[src/rtl/smc_pkg.sv]
// Shared types and constants for the SMC sequencer and its sorted operand store.
package smc_pkg;

    localparam int SMC_DW  = 10;
    localparam int SMC_NUM = 6;

    localparam logic [1:0] MODE_LO_SUM  = 2'b00;
    localparam logic [1:0] MODE_LO_WSUM = 2'b01;
    localparam logic [1:0] MODE_HI_SUM  = 2'b10;
    localparam logic [1:0] MODE_HI_WSUM = 2'b11;

    typedef enum logic [1:0] {
        IDLE = 2'd0,
        LOAD = 2'd1,
        EVAL = 2'd2,
        OUT  = 2'd3
    } state_t;

endpackage

[src/rtl/smc_sort_insert.sv]
// Descending sorted register array filled one value at a time by insertion.
// clr together with ins_en starts a fresh set, so the value lands in slot 0.
module smc_sort_insert
    import smc_pkg::*;
#(
    parameter int DW  = SMC_DW,
    parameter int NUM = SMC_NUM
) (
    input  logic                     clk,
    input  logic                     rst_n,
    input  logic                     clr,
    input  logic                     ins_en,
    input  logic [DW-1:0]            ins_data,
    output logic [NUM-1:0][DW-1:0]   sorted
);

    logic [NUM-1:0][DW-1:0] arr;
    logic [NUM-1:0][DW-1:0] base;
    logic [NUM-1:0][DW-1:0] shifted;
    logic [NUM-1:0][DW-1:0] nxt;
    logic [NUM-1:0]         vld;
    logic [NUM-1:0]         base_vld;
    logic [NUM-1:0]         ge;
    logic [NUM-1:0]         prev_ge;

    // ge is a prefix of held entries >= the new value; the value goes right after it,
    // which places it behind equal entries.
    always_comb begin
        base     = clr ? '0 : arr;
        base_vld = clr ? '0 : vld;
        shifted  = {base[NUM-2:0], {DW{1'b0}}};
        for (int i = 0; i < NUM; i++) begin
            ge[i] = base_vld[i] && (base[i] >= ins_data);
        end
        prev_ge = {ge[NUM-2:0], 1'b1};
        for (int i = 0; i < NUM; i++) begin
            if (ge[i]) begin
                nxt[i] = base[i];
            end else if (prev_ge[i]) begin
                nxt[i] = ins_data;
            end else begin
                nxt[i] = shifted[i];
            end
        end
    end

    always_ff @(posedge clk or negedge rst_n) begin
        if (!rst_n) begin
            arr <= '0;
            vld <= '0;
        end else if (ins_en) begin
            arr <= nxt;
            vld <= {base_vld[NUM-2:0], 1'b1};
        end else if (clr) begin
            arr <= '0;
            vld <= '0;
        end
    end

    assign sorted = arr;

endmodule

[src/rtl/smc_seq_ctrl.sv]
// Collects six samples into a sorted operand set, waits one cycle for the
// combinational datapath, then returns its result with a one-cycle strobe.
module smc_seq_ctrl
    import smc_pkg::*;
#(
    parameter int DW  = SMC_DW,
    parameter int NUM = SMC_NUM
) (
    input  logic          clk,
    input  logic          rst_n,
    input  logic          in_valid,
    input  logic [DW-1:0] in_data,
    input  logic [1:0]    in_mode,
    output logic          busy,
    output logic [1:0]    dp_mode,
    output logic [DW-1:0] dp_n0,
    output logic [DW-1:0] dp_n1,
    output logic [DW-1:0] dp_n2,
    output logic [DW-1:0] dp_n3,
    output logic [DW-1:0] dp_n4,
    output logic [DW-1:0] dp_n5,
    input  logic [DW-1:0] dp_out,
    output logic          out_valid,
    output logic [DW-1:0] out_data
);

    localparam logic [2:0] LAST_IDX = 3'(NUM - 1);

    state_t                 state;
    logic [2:0]             count;
    logic                   take;
    logic                   first;
    logic [NUM-1:0][DW-1:0] sorted;

    assign busy  = (state == EVAL) || (state == OUT);
    assign take  = in_valid && !busy;
    assign first = take && (state == IDLE);

    smc_sort_insert #(.DW(DW), .NUM(NUM)) u_sort (
        .clk      (clk),
        .rst_n    (rst_n),
        .clr      (first),
        .ins_en   (take),
        .ins_data (in_data),
        .sorted   (sorted)
    );

    always_ff @(posedge clk or negedge rst_n) begin
        if (!rst_n) begin
            state     <= IDLE;
            count     <= 3'd0;
            dp_mode   <= 2'b00;
            out_valid <= 1'b0;
            out_data  <= '0;
        end else begin
            case (state)
                IDLE: begin
                    if (in_valid) begin
                        dp_mode <= in_mode;
                        count   <= 3'd1;
                        state   <= LOAD;
                    end
                end
                LOAD: begin
                    if (in_valid) begin
                        if (count == LAST_IDX) begin
                            count <= 3'd0;
                            state <= EVAL;
                        end else begin
                            count <= count + 3'd1;
                        end
                    end
                end
                EVAL: begin
                    out_data  <= dp_out;
                    out_valid <= 1'b1;
                    state     <= OUT;
                end
                OUT: begin
                    out_valid <= 1'b0;
                    state     <= IDLE;
                end
                default: state <= IDLE;
            endcase
        end
    end

    assign dp_n0 = sorted[0];
    assign dp_n1 = sorted[1];
    assign dp_n2 = sorted[2];
    assign dp_n3 = sorted[3];
    assign dp_n4 = sorted[4];
    assign dp_n5 = sorted[5];

endmodule

[config.mk]
export PLATFORM = sky130hd
export DESIGN_NAME = smc_seq_ctrl
export DESIGN_NICKNAME = d
export VERILOG_FILES = /design/src/rtl/smc_pkg.sv /design/src/rtl/smc_sort_insert.sv /design/src/rtl/smc_seq_ctrl.sv
export SDC_FILE = /design/constraint.sdc
export NUM_CORES = 1
export LEC_CHECK = 0
export CORE_MARGIN = 10
export CORE_UTILIZATION = 50
export CTS_BUF_LIST = sky130_fd_sc_hd__clkbuf_16
export CTS_CLUSTER_DIAMETER = 100
export DETAILED_ROUTE_END_ITERATION = 8
export PLACE_DENSITY = 0.86
export SLEW_MARGIN = 10
export SYNTH_ARGS = -nofsm -noshare
export SYNTH_HDL_FRONTEND = slang
export SYNTH_SLANG_ARGS = --single-unit
[constraint.sdc]
create_clock -name clk -period 6.2 [get_ports clk]
set_input_delay 0.62 -clock clk [delete_from_list [all_inputs] [get_ports clk]]
set_output_delay 0.62 -clock clk [all_outputs]
set_load 0.05 [all_outputs]
### Word level (Yosys, flattened, before mapping)

Index checks and enable logic that the tools add are counted.

| cells by class | value |
|---|---|
| $add $sub $neg | 1 |
| multiply operators | 0 |
| div/mod/pow operators | 0 |
| magnitude comparators | 6 |
| equality and inequality tests | 7 |
| shift-type cells | 0 |
| mux-type cells | 24 |
| bitwise gates (word level) | 0 |
| reduce and logical (&&, ||, !) cells | 16 |

Operator list:

| kind | number |
|---|---|
| $mux W60 | 2 |
| $mux W10 | 11 |
| $ge A10 B10 Y1 | 6 |
| $mux W6 | 2 |
| $mux W3 | 3 |
| $logic_and A1 B1 Y1 | 8 |
| $pmux W2 S4 | 1 |
| $mux W2 | 3 |
| $ne A2 B2 Y1 const B | 3 |
| $pmux W3 S2 | 1 |
| $reduce_and A3 Y1 | 2 |
| $eq A2 B2 Y1 const B | 2 |
| $reduce_bool A2 Y1 | 2 |
| $add A3 B1 Y3 const B | 1 |
| $eq A3 B3 Y1 const B | 1 |
| $eq A2 B1 Y1 const B | 1 |
| $logic_not A2 Y1 | 1 |
| $pmux W1 S2 | 1 |
| $reduce_and A2 Y1 | 1 |
| $logic_not A1 Y1 | 1 |
| $logic_or A1 B1 Y1 | 1 |

| word-level totals | value |
|---|---|
| register bits | 84 |
| bits in latches | 0 |
| bits in writable memories | 0 |
| bits in read-only memories | 0 |
| output and inout port bits | 74 |
| memories kept | 0 |

### Longest topological paths before layout

Gate-level depths: netlist (run 1).

| depth | value |
|---|---|
| depth after elaboration | 11 |
| mapped depth | 16 |
| depth with buffers taken out | 12 |

### Cells and area by module

A second synthesis (run 1) with hierarchy kept.

| unflattened totals | value |
|---|---|
| cell total of the unflattened synthesis | 531 |
| area, all modules | 5614.1 um^2 |

By module, submodules not included:

| module | times used | cells an instance | area an instance (um^2) | sequential area each (um^2) |
|---|---|---|---|---|
| smc_sort_insert | 1 | 471 | 4819.6 | 1651.6 |
| smc_seq_ctrl | 1 | 60 | 794.5 | 450.4 |

### Worst setup path before layout (run 1)

No wires, ideal clock.

| timing path | value |
|---|---|
| path type | register -> register |
| from | register state[0] |
| to | register u_sort.arr, in the netlist u_sort.sorted[1] |
| arrival time | 3.105 ns |
| path slack | 2.970 ns |
| stages on the path, launching flop included | 15 |
| path buffers | 4 |
| period minus slack after synthesis | 3.230 ns |
| cells stage by stage | dfrtp_1 > inv_1 > ha_1 > nand4bb_4 > buf_6 > buf_2 > clkbuf_1 > and2_1 > ha_1 > nand4_1 > o21a_1 > o21a_1 > buf_2 > o21ai_2 > mux2_2 |

| between the ends | value |
|---|---|
| longest elaborated chain between the ends | 10 |

Ends and longest elaborated chain:

| what | RTL line | source |
|---|---|---|
| start, declared | smc_seq_ctrl.sv:29 | `state_t state;` |
| start signal, assigned | smc_seq_ctrl.sv:50 | `state <= IDLE;` |
| start signal, assigned | smc_seq_ctrl.sv:61 | `state <= LOAD;` |
| start signal, assigned | smc_seq_ctrl.sv:68 | `state <= EVAL;` |
| $eq A2 B2 Y1 | smc_seq_ctrl.sv:35 | `assign busy = (state == EVAL) \|\| (state == OUT);` |
| $logic_or A1 B1 Y1 | smc_seq_ctrl.sv:35 |  |
| $logic_not A1 Y1 | smc_seq_ctrl.sv:36 | `assign take = in_valid && !busy;` |
| $logic_and A1 B1 Y1 | smc_seq_ctrl.sv:36 |  |
| $logic_and A1 B1 Y1 | smc_seq_ctrl.sv:37 | `assign first = take && (state == IDLE);` |
| $mux W60 | n/a |  |
| $ge A10 B10 Y1 | smc_sort_insert.sv:33 | `ge[i] = base_vld[i] && (base[i] >= ins_data);` |
| $logic_and A1 B1 Y1 | smc_sort_insert.sv:33 |  |
| $mux W10 | smc_sort_insert.sv:37 | `if (ge[i]) begin` |
| $mux W60 * | smc_sort_insert.sv:51 | `end else if (ins_en) begin` |
| end signal, assigned | smc_sort_insert.sv:52 | `arr <= nxt;` |
| end, declared | smc_sort_insert.sv:17 | `logic [NUM-1:0][DW-1:0] arr;` |

Mark *: on every way between the ends. The rest lies on a longest branch, timed or not.
A chain may end at the register's enable or synchronous reset.

### Worst setup path after layout (run 1)

| timing path | value |
|---|---|
| from | register state[0] |
| to | register u_sort.arr, in the netlist u_sort.sorted[27] |

| between the ends | value |
|---|---|
| longest elaborated chain between the ends | 11 |

Ends and longest elaborated chain:

| what | RTL line | source |
|---|---|---|
| $eq A2 B2 Y1 | smc_seq_ctrl.sv:35 |  |
| $logic_or A1 B1 Y1 | smc_seq_ctrl.sv:35 |  |
| $logic_not A1 Y1 | smc_seq_ctrl.sv:36 |  |
| $logic_and A1 B1 Y1 | smc_seq_ctrl.sv:36 |  |
| $logic_and A1 B1 Y1 | smc_seq_ctrl.sv:37 |  |
| $mux W60 | n/a |  |
| $ge A10 B10 Y1 | smc_sort_insert.sv:33 |  |
| $logic_and A1 B1 Y1 | smc_sort_insert.sv:33 |  |
| $mux W10 | smc_sort_insert.sv:39 | `end else if (prev_ge[i]) begin` |
| $mux W10 | smc_sort_insert.sv:37 |  |
| $mux W60 * | smc_sort_insert.sv:51 |  |

Marks and branches as above.

==> out/qor.yml, run 1 <==
routing:
  drt_first_iter_violations: 514
  wirelength_mm: 17.0
  drt-pass1-iter-count: 8
  vias: 4754
  drc: 0
  routed_via_density: 6.07
  antenna_left: 0
  wl_per_cell_um: 21.7
finish:
  drive_gt1_share_pct: 11.8
  area.growth.synth_to_final_pct: 23.2
  final_cell_mix: "97 x clkdlybuf4s50_1, 84 x dfrtp_1, 65 x ha_1, 49 x mux2_2, 46 x and2_1"
  n_antenna_cell: 0
  fin_nets: 728
  layout_commonest_cell: "clkdlybuf4s50_1"
critical_path:
  required_ps: 6420
  cp.arrival_ps: 4750
  worst_setup_path_end_kind: "flop"
  cp-startpoint: "state[0]"
  slowest_delay_ps: 930
  reg2reg_from: "state[0]"
  crit_fanout: 57
  worstPathCellList: "inv_1 -> ha_1 -> nand4bb_4 -> buf_4 -> nand2_1 -> inv_1 -> ha_1 -> a211o_1 -> a21oi_1 -> o21ai_0 -> a21oi_1 -> mux2i_1 -> mux2_2"
  crit_slowest_cell: "a21oi_1"
  cp-start-kind: "flop"
  cpLargestDelayFamily: "compound AO/OA/AOI/OAI gates"
  path_class: "flop to flop"
  path_buf_inv: 3
run_status:
  status: "finished clean"
clocking:
  cts_tree: "yes"
  cts_made_buffers: 9
  clk_pin_slew_ps: 60
  worstSkewPairLatency_ps: 340
  hold_buffers: 0
  clkSinkCount: 84
  clock-root-buffer: "clkbuf_16"
  postCtsSetupBuffers: 0
  htreeDepth: 3
  cts.repair.resized: 0
  cts.path.max_buffers: 2
timing:
  period_minus_slack_ps: 4530
  fin_setup_tns_ps: 0
  drv_slew: 0
  relSlewSlack_pct: 19.8
  grt_setup_unrepaired: "false"
  fin_crit_sh_pct: 73.0
  clock_skew_ps: 6.11
  fmaxAchievable_mhz: 221
  worst_pin_slew_ps: 1200
  hold_viol_final: 0
  setup_viol: 0
yosys:
  synth_compound_area_share_pct: 16.4
  synthAdderAreaFrac_pct: 14.4
  synth_cells: 553
  yosys.area_share.simple_pct: 13.0
  yosys.area.top_type: "dfrtp_1"
  yosys.cell_types.count: 42
  ys_warn_count: 0
  synthXorXnorAreaFrac_pct: 0
  synth_mux_area_share_pct: 14.7
  avgSynthCellArea_sq_um: 10.2
  netlist_top_cells_area: "dfrtp_1 37%, ha_1 14%, mux2_2 9.8%"
  ys_seq_area_share_pct: 37.3
  synth_top_area_share_pct: 37.3
  syn_nets: 643
  mappedNetlistArea_sq_um: 5630
  synth_top_family_by_area: "compound AO/OA/AOI/OAI gates"
  synth_seq_cells: 84
floorplanning:
  dieArea_sq_um: 15900
  die_w_um: 126
  core-area_sq_um: 10900
  pin_count: 99
  die_y_um: 126
  rows: 38
  start_util_pct: 51.5
global_routing:
  antenna_found_initial: 0
  grt_pass1_vias: 4968
  grt_start_max_net_pins: 65
  grt_pass1_wl_mm: 26.7
  grt_overflow: 0
  track_usage_pct: 20.5
place:
  dp_hpwl_mm: 12.4
  portBuffers: 98
  gp_congestion: 0.894
hold_path:
  worst_hold_path_type: "primary input to async pin"
flow_run:
  max_cap_viol_count: 0
## flip-flops by register name (all words and copies together) (netlist names)
signal,cells
u_sort.sorted,60
out_data,10
u_sort.vld,6
count,3
dp_mode,2
state,2
out_valid,1
## metal layers
layer / wire length (um) / up-vias / GRT usage [%]
li1: - / 2181 / -
met1: 6700 / 2317 / 24.0
met2: 8130 / 214 / 34.3
met3: 1560 / 42 / 6.54
met4: 566 / 0 / 8.04
met5: 0 / - / 0
## logic make-up after synthesis
family,Yosys count
AO/OA/AOI/OAI,144
adder cells (fa/ha/maj),65
flip-flops,84
AND/OR/NAND/NOR,132
multiplexers,76
buffers and inverters,52
## stage by stage
step                cells  instance area, sq um  setup WS, ps  util [%]  hold WS (ps)
detailed placement    767                  6660          1700      60.9           463
global placement      767                  6660          1830      60.9           457
floorplan             553                  5630          2970         -           324
finish                783                  6940          1670      63.4           152
global route          783                  6940          1370      63.4           161
CTS                   783                  6930          1730      63.4           168
## path summary, 6_finish.rpt
check / cells past startpoint / slack [ps] / endpoint
worst max-delay path: 13 / 1670 / u_sort.sorted[27]
worst min-delay path: 1 / 150 / u_sort.sorted[28]
worst max register to register: 13 / 1670 / u_sort.sorted[27]
worst min register to register: 2 / 480 / u_sort.vld[5]
max in group asynchronous: 2 / 4950 / out_data[4]
min in group clk: 2 / 480 / u_sort.vld[5]
## Yosys cell counts
cell       number
nor3_1          1
a211o_1         5
a211oi_4        1
clkbuf_1       14
a32oi_4         1
or2_0           1
nand4b_1        1
a22oi_1        10
nor3b_1         1
o21ai_0        44
clkbuf_2        1
nand4bb_4       1
a22o_1          2
buf_2           6
buf_6           4
nand2_1        40
dfrtp_1        84
o2bb2ai_1       1
buf_1           1
nor2_1          8
a21oi_1        32
mux2_4          1
nand2b_1        7
o21a_1          9
a211oi_1        1
mux2_2         49
a21o_1          4
a221oi_1       10
o211ai_1        1
mux2i_1        26
ha_1           65
and2_1         46
nor3_2          1
o21ai_2         1
nand3_1         2
a21oi_2         1
inv_1          26
nand4_1         9
nand2_2         2
a31oi_1        20
o22ai_1         1
nor2b_1        12
## final cells by class
class	instances	area, sq um
fillers	895	4000
flip-flops and latches	84	2100
well taps	140	175
multi-input cells	417	3300
repair buffers	100	993
clock inverters	7	45.0
clock buffers	9	225
inverters	26	97.6
Power of run 1 is left out: the tool's default activity adds up to more than one toggle a clock period on the data nets, which glitch-free logic cannot reach.
==> inputs of run 2 (changes only) <==
--- a/config.mk
+++ b/config.mk
@@ -6,11 +6,11 @@
 export NUM_CORES = 1
 export LEC_CHECK = 0
 export CORE_MARGIN = 10
-export CORE_UTILIZATION = 50
+export CORE_UTILIZATION = 49
 export CTS_BUF_LIST = sky130_fd_sc_hd__clkbuf_16
 export CTS_CLUSTER_DIAMETER = 100
 export DETAILED_ROUTE_END_ITERATION = 8
-export PLACE_DENSITY = 0.86
+export PLACE_DENSITY = 0.88
 export SLEW_MARGIN = 10
 export SYNTH_ARGS = -nofsm -noshare
 export SYNTH_HDL_FRONTEND = slang
==> constraint.sdc (replaced) <==
create_clock -name clk -period 3.7 [get_ports clk]
set_input_delay 0.37 -clock clk [delete_from_list [all_inputs] [get_ports clk]]
set_output_delay 0.37 -clock clk [all_outputs]
set_load 0.05 [all_outputs]
==> out/qor.yml, run 2 (same netlist as run 1, synthesis figures left out) <==
critical_path:
  worst_setup_path_end_kind: "flop"  # unchanged
  worstPathCellList: "inv_1 -> ha_1 -> nand4bb_4 -> buf_12 -> buf_4 -> and2_1 -> ha_1 -> nand4_1 -> o21a_1 -> o21ai_2 -> mux2_2"  # was inv_1 -> ha_1 -> nand4bb_4 -> buf_4 -> nand2_1 -> inv_1 -> ha_1 -> a211o_1 -> a21oi_1 -> o21ai_0 -> a21oi_1 -> mux2i_1 -> mux2_2
  cp-start-kind: "flop"  # unchanged
  slowest_delay_ps: 520  # was 930 ps
  cp.arrival_ps: 3730  # was 4750 ps
  required_ps: 3920  # was 6420 ps
  path_class: "flop to flop"  # unchanged
  r2r_cells: 11  # was 13
  crit_slowest_cell: "o21ai_2"  # was a21oi_1
  crit_fanout: 42  # was 57
  path_buf_inv: 3  # unchanged
  crit_path_frequent_cell: "ha_1"
  crit_cells: 11  # was 13
  cpLargestDelayFamily: "compound AO/OA/AOI/OAI gates"  # unchanged
place:
  dp_hpwl_mm: 12.8  # was 12.4 mm
  portBuffers: 98  # unchanged
  gp_congestion: 0.951  # was 0.894
  placed_area_sq_um: 6840  # was 6660 sq um
clocking:
  worstSkewPairLatency_ps: 350  # was 340 ps
  cts.path.max_buffers: 2  # unchanged
  cts_tree: "yes"  # unchanged
  clock-root-buffer: "clkbuf_16"  # unchanged
  clk_pin_slew_ps: 70  # was 60 ps
  clkSinkCount: 84  # unchanged
  cts_made_buffers: 9  # unchanged
  htreeDepth: 3  # unchanged
  hold_buffers: 0  # unchanged
  postCtsSetupBuffers: 0  # unchanged
global_routing:
  use_met2_pct: 35.7  # was 34.3%
  met3_usage_pct: 7.61  # was 6.54%
  track_usage_pct: 21.5  # was 20.5%
  busiest_layer: "met2"  # unchanged
  grt_pass1_vias: 5212  # was 4968
  antenna_found_initial: 0  # unchanged
  grt_pass1_wl_mm: 28.1  # was 26.7 mm
  grt_start_max_net_pins: 85  # was 65
  grt_overflow: 0  # unchanged
  use_met1_pct: 24.1  # was 24.0%
routing:
  drc: 0  # unchanged
  vias: 5038  # was 4754
  drt-pass1-iter-count: 6  # was 8
  drt_first_iter_violations: 630  # was 514
  routed_via_density: 6.25  # was 6.07
  wl_per_cell_um: 21.9  # was 21.7 um
  antenna_left: 0  # unchanged
  wirelength_mm: 17.6  # was 17.0 mm
timing:
  grt_setup_unrepaired: "false"  # unchanged
  fin_setup_tns_ps: 0  # unchanged
  fmaxAchievable_mhz: 285  # was 221 MHz
  setup_viol: 0  # unchanged
  hold_viol_final: 0  # unchanged
  clock_skew_ps: 9.52  # was 6.11 ps
  period_minus_slack_ps: 3500  # was 4530 ps
  drv_slew: 0  # unchanged
  fin_crit_sh_pct: 94.7  # was 73.0%
  worst_pin_slew_ps: 1080  # was 1200 ps
  relSlewSlack_pct: 27.9  # was 19.8%
finish:
  final_cell_mix: "97 x clkdlybuf4s50_1, 84 x dfrtp_1, 65 x ha_1, 49 x mux2_2, 46 x and2_1"  # unchanged
  area.growth.synth_to_final_pct: 26.5  # was 23.2%
  n_antenna_cell: 0  # unchanged
  fin_nets: 749  # was 728
  drive_gt1_share_pct: 14.3  # was 11.8%
  stdcell_area_sq_um: 7120  # was 6940 sq um
  largest_register_ffs: 60  # unchanged
  layout_commonest_cell: "clkdlybuf4s50_1"  # unchanged
floorplanning:
  die_w_um: 127  # was 126 um
  dieArea_sq_um: 16200  # was 15900 sq um
  rows: 39  # was 38
  die_y_um: 127  # was 126 um
  start_util_pct: 49.7  # was 51.5%
  pin_count: 99  # unchanged
  core-area_sq_um: 11300  # was 10900 sq um
flow_run:
  max_cap_viol_count: 0  # unchanged
run_status:
  status: "finished clean"  # unchanged
hold_path:
  worst_hold_path_type: "primary input to async pin"  # unchanged
## run 2: metal layers
layer	vias to the layer above	part of all wire, %
met5	-	0
met4	0	4.2
met3	63	11
met2	306	48
met1	2451	38
li1	2218	-
## run 2: per-stage QoR
stage | hold slack (ps) | instances | setup WS (ps) | util (%)
2_1_floorplan | 74.4 | 553 | 470 | -
3_3_place_gp | 460 | 791 | 290 | 60.4
3_5_place_dp | 466 | 791 | 171 | 60.4
4_1_cts | 266 | 806 | 221 | 62.9
5_1_grt | 310 | 806 | 48.2 | 62.9
6_report | 223 | 806 | 195 | 62.9
## run 2: final cells by class
cell class                 count  area [sq um]
fill                         891          4200
multi-input combinational    417          3300
sequential                    84          2100
timing repair buffer         121          1160
clock buffer                   9           225
tap                          143           179
inverter                      26          97.6
clock inverter                 6          56.3
## run 2: final timing paths
check | start | end | slack, ps
worst max-delay path | state[0] | u_sort.sorted[3] | 200
worst min-delay path | rst_n | u_sort.sorted[29] | 220
worst max register to register | state[0] | u_sort.sorted[3] | 200
worst min register to register | u_sort.vld[0] | u_sort.vld[0] | 490
max in group asynchronous | rst_n | u_sort.sorted[57] | 2780
min in group clk | u_sort.vld[0] | u_sort.vld[0] | 490
## run 2: timing repair
item | 4_1_cts | 5_1_grt
gates resized for setup | 0 | 2
setup endpoints to repair | 0 | 6
hold endpoints to repair | 0 | 0
Power of run 2 is left out for the same reason.
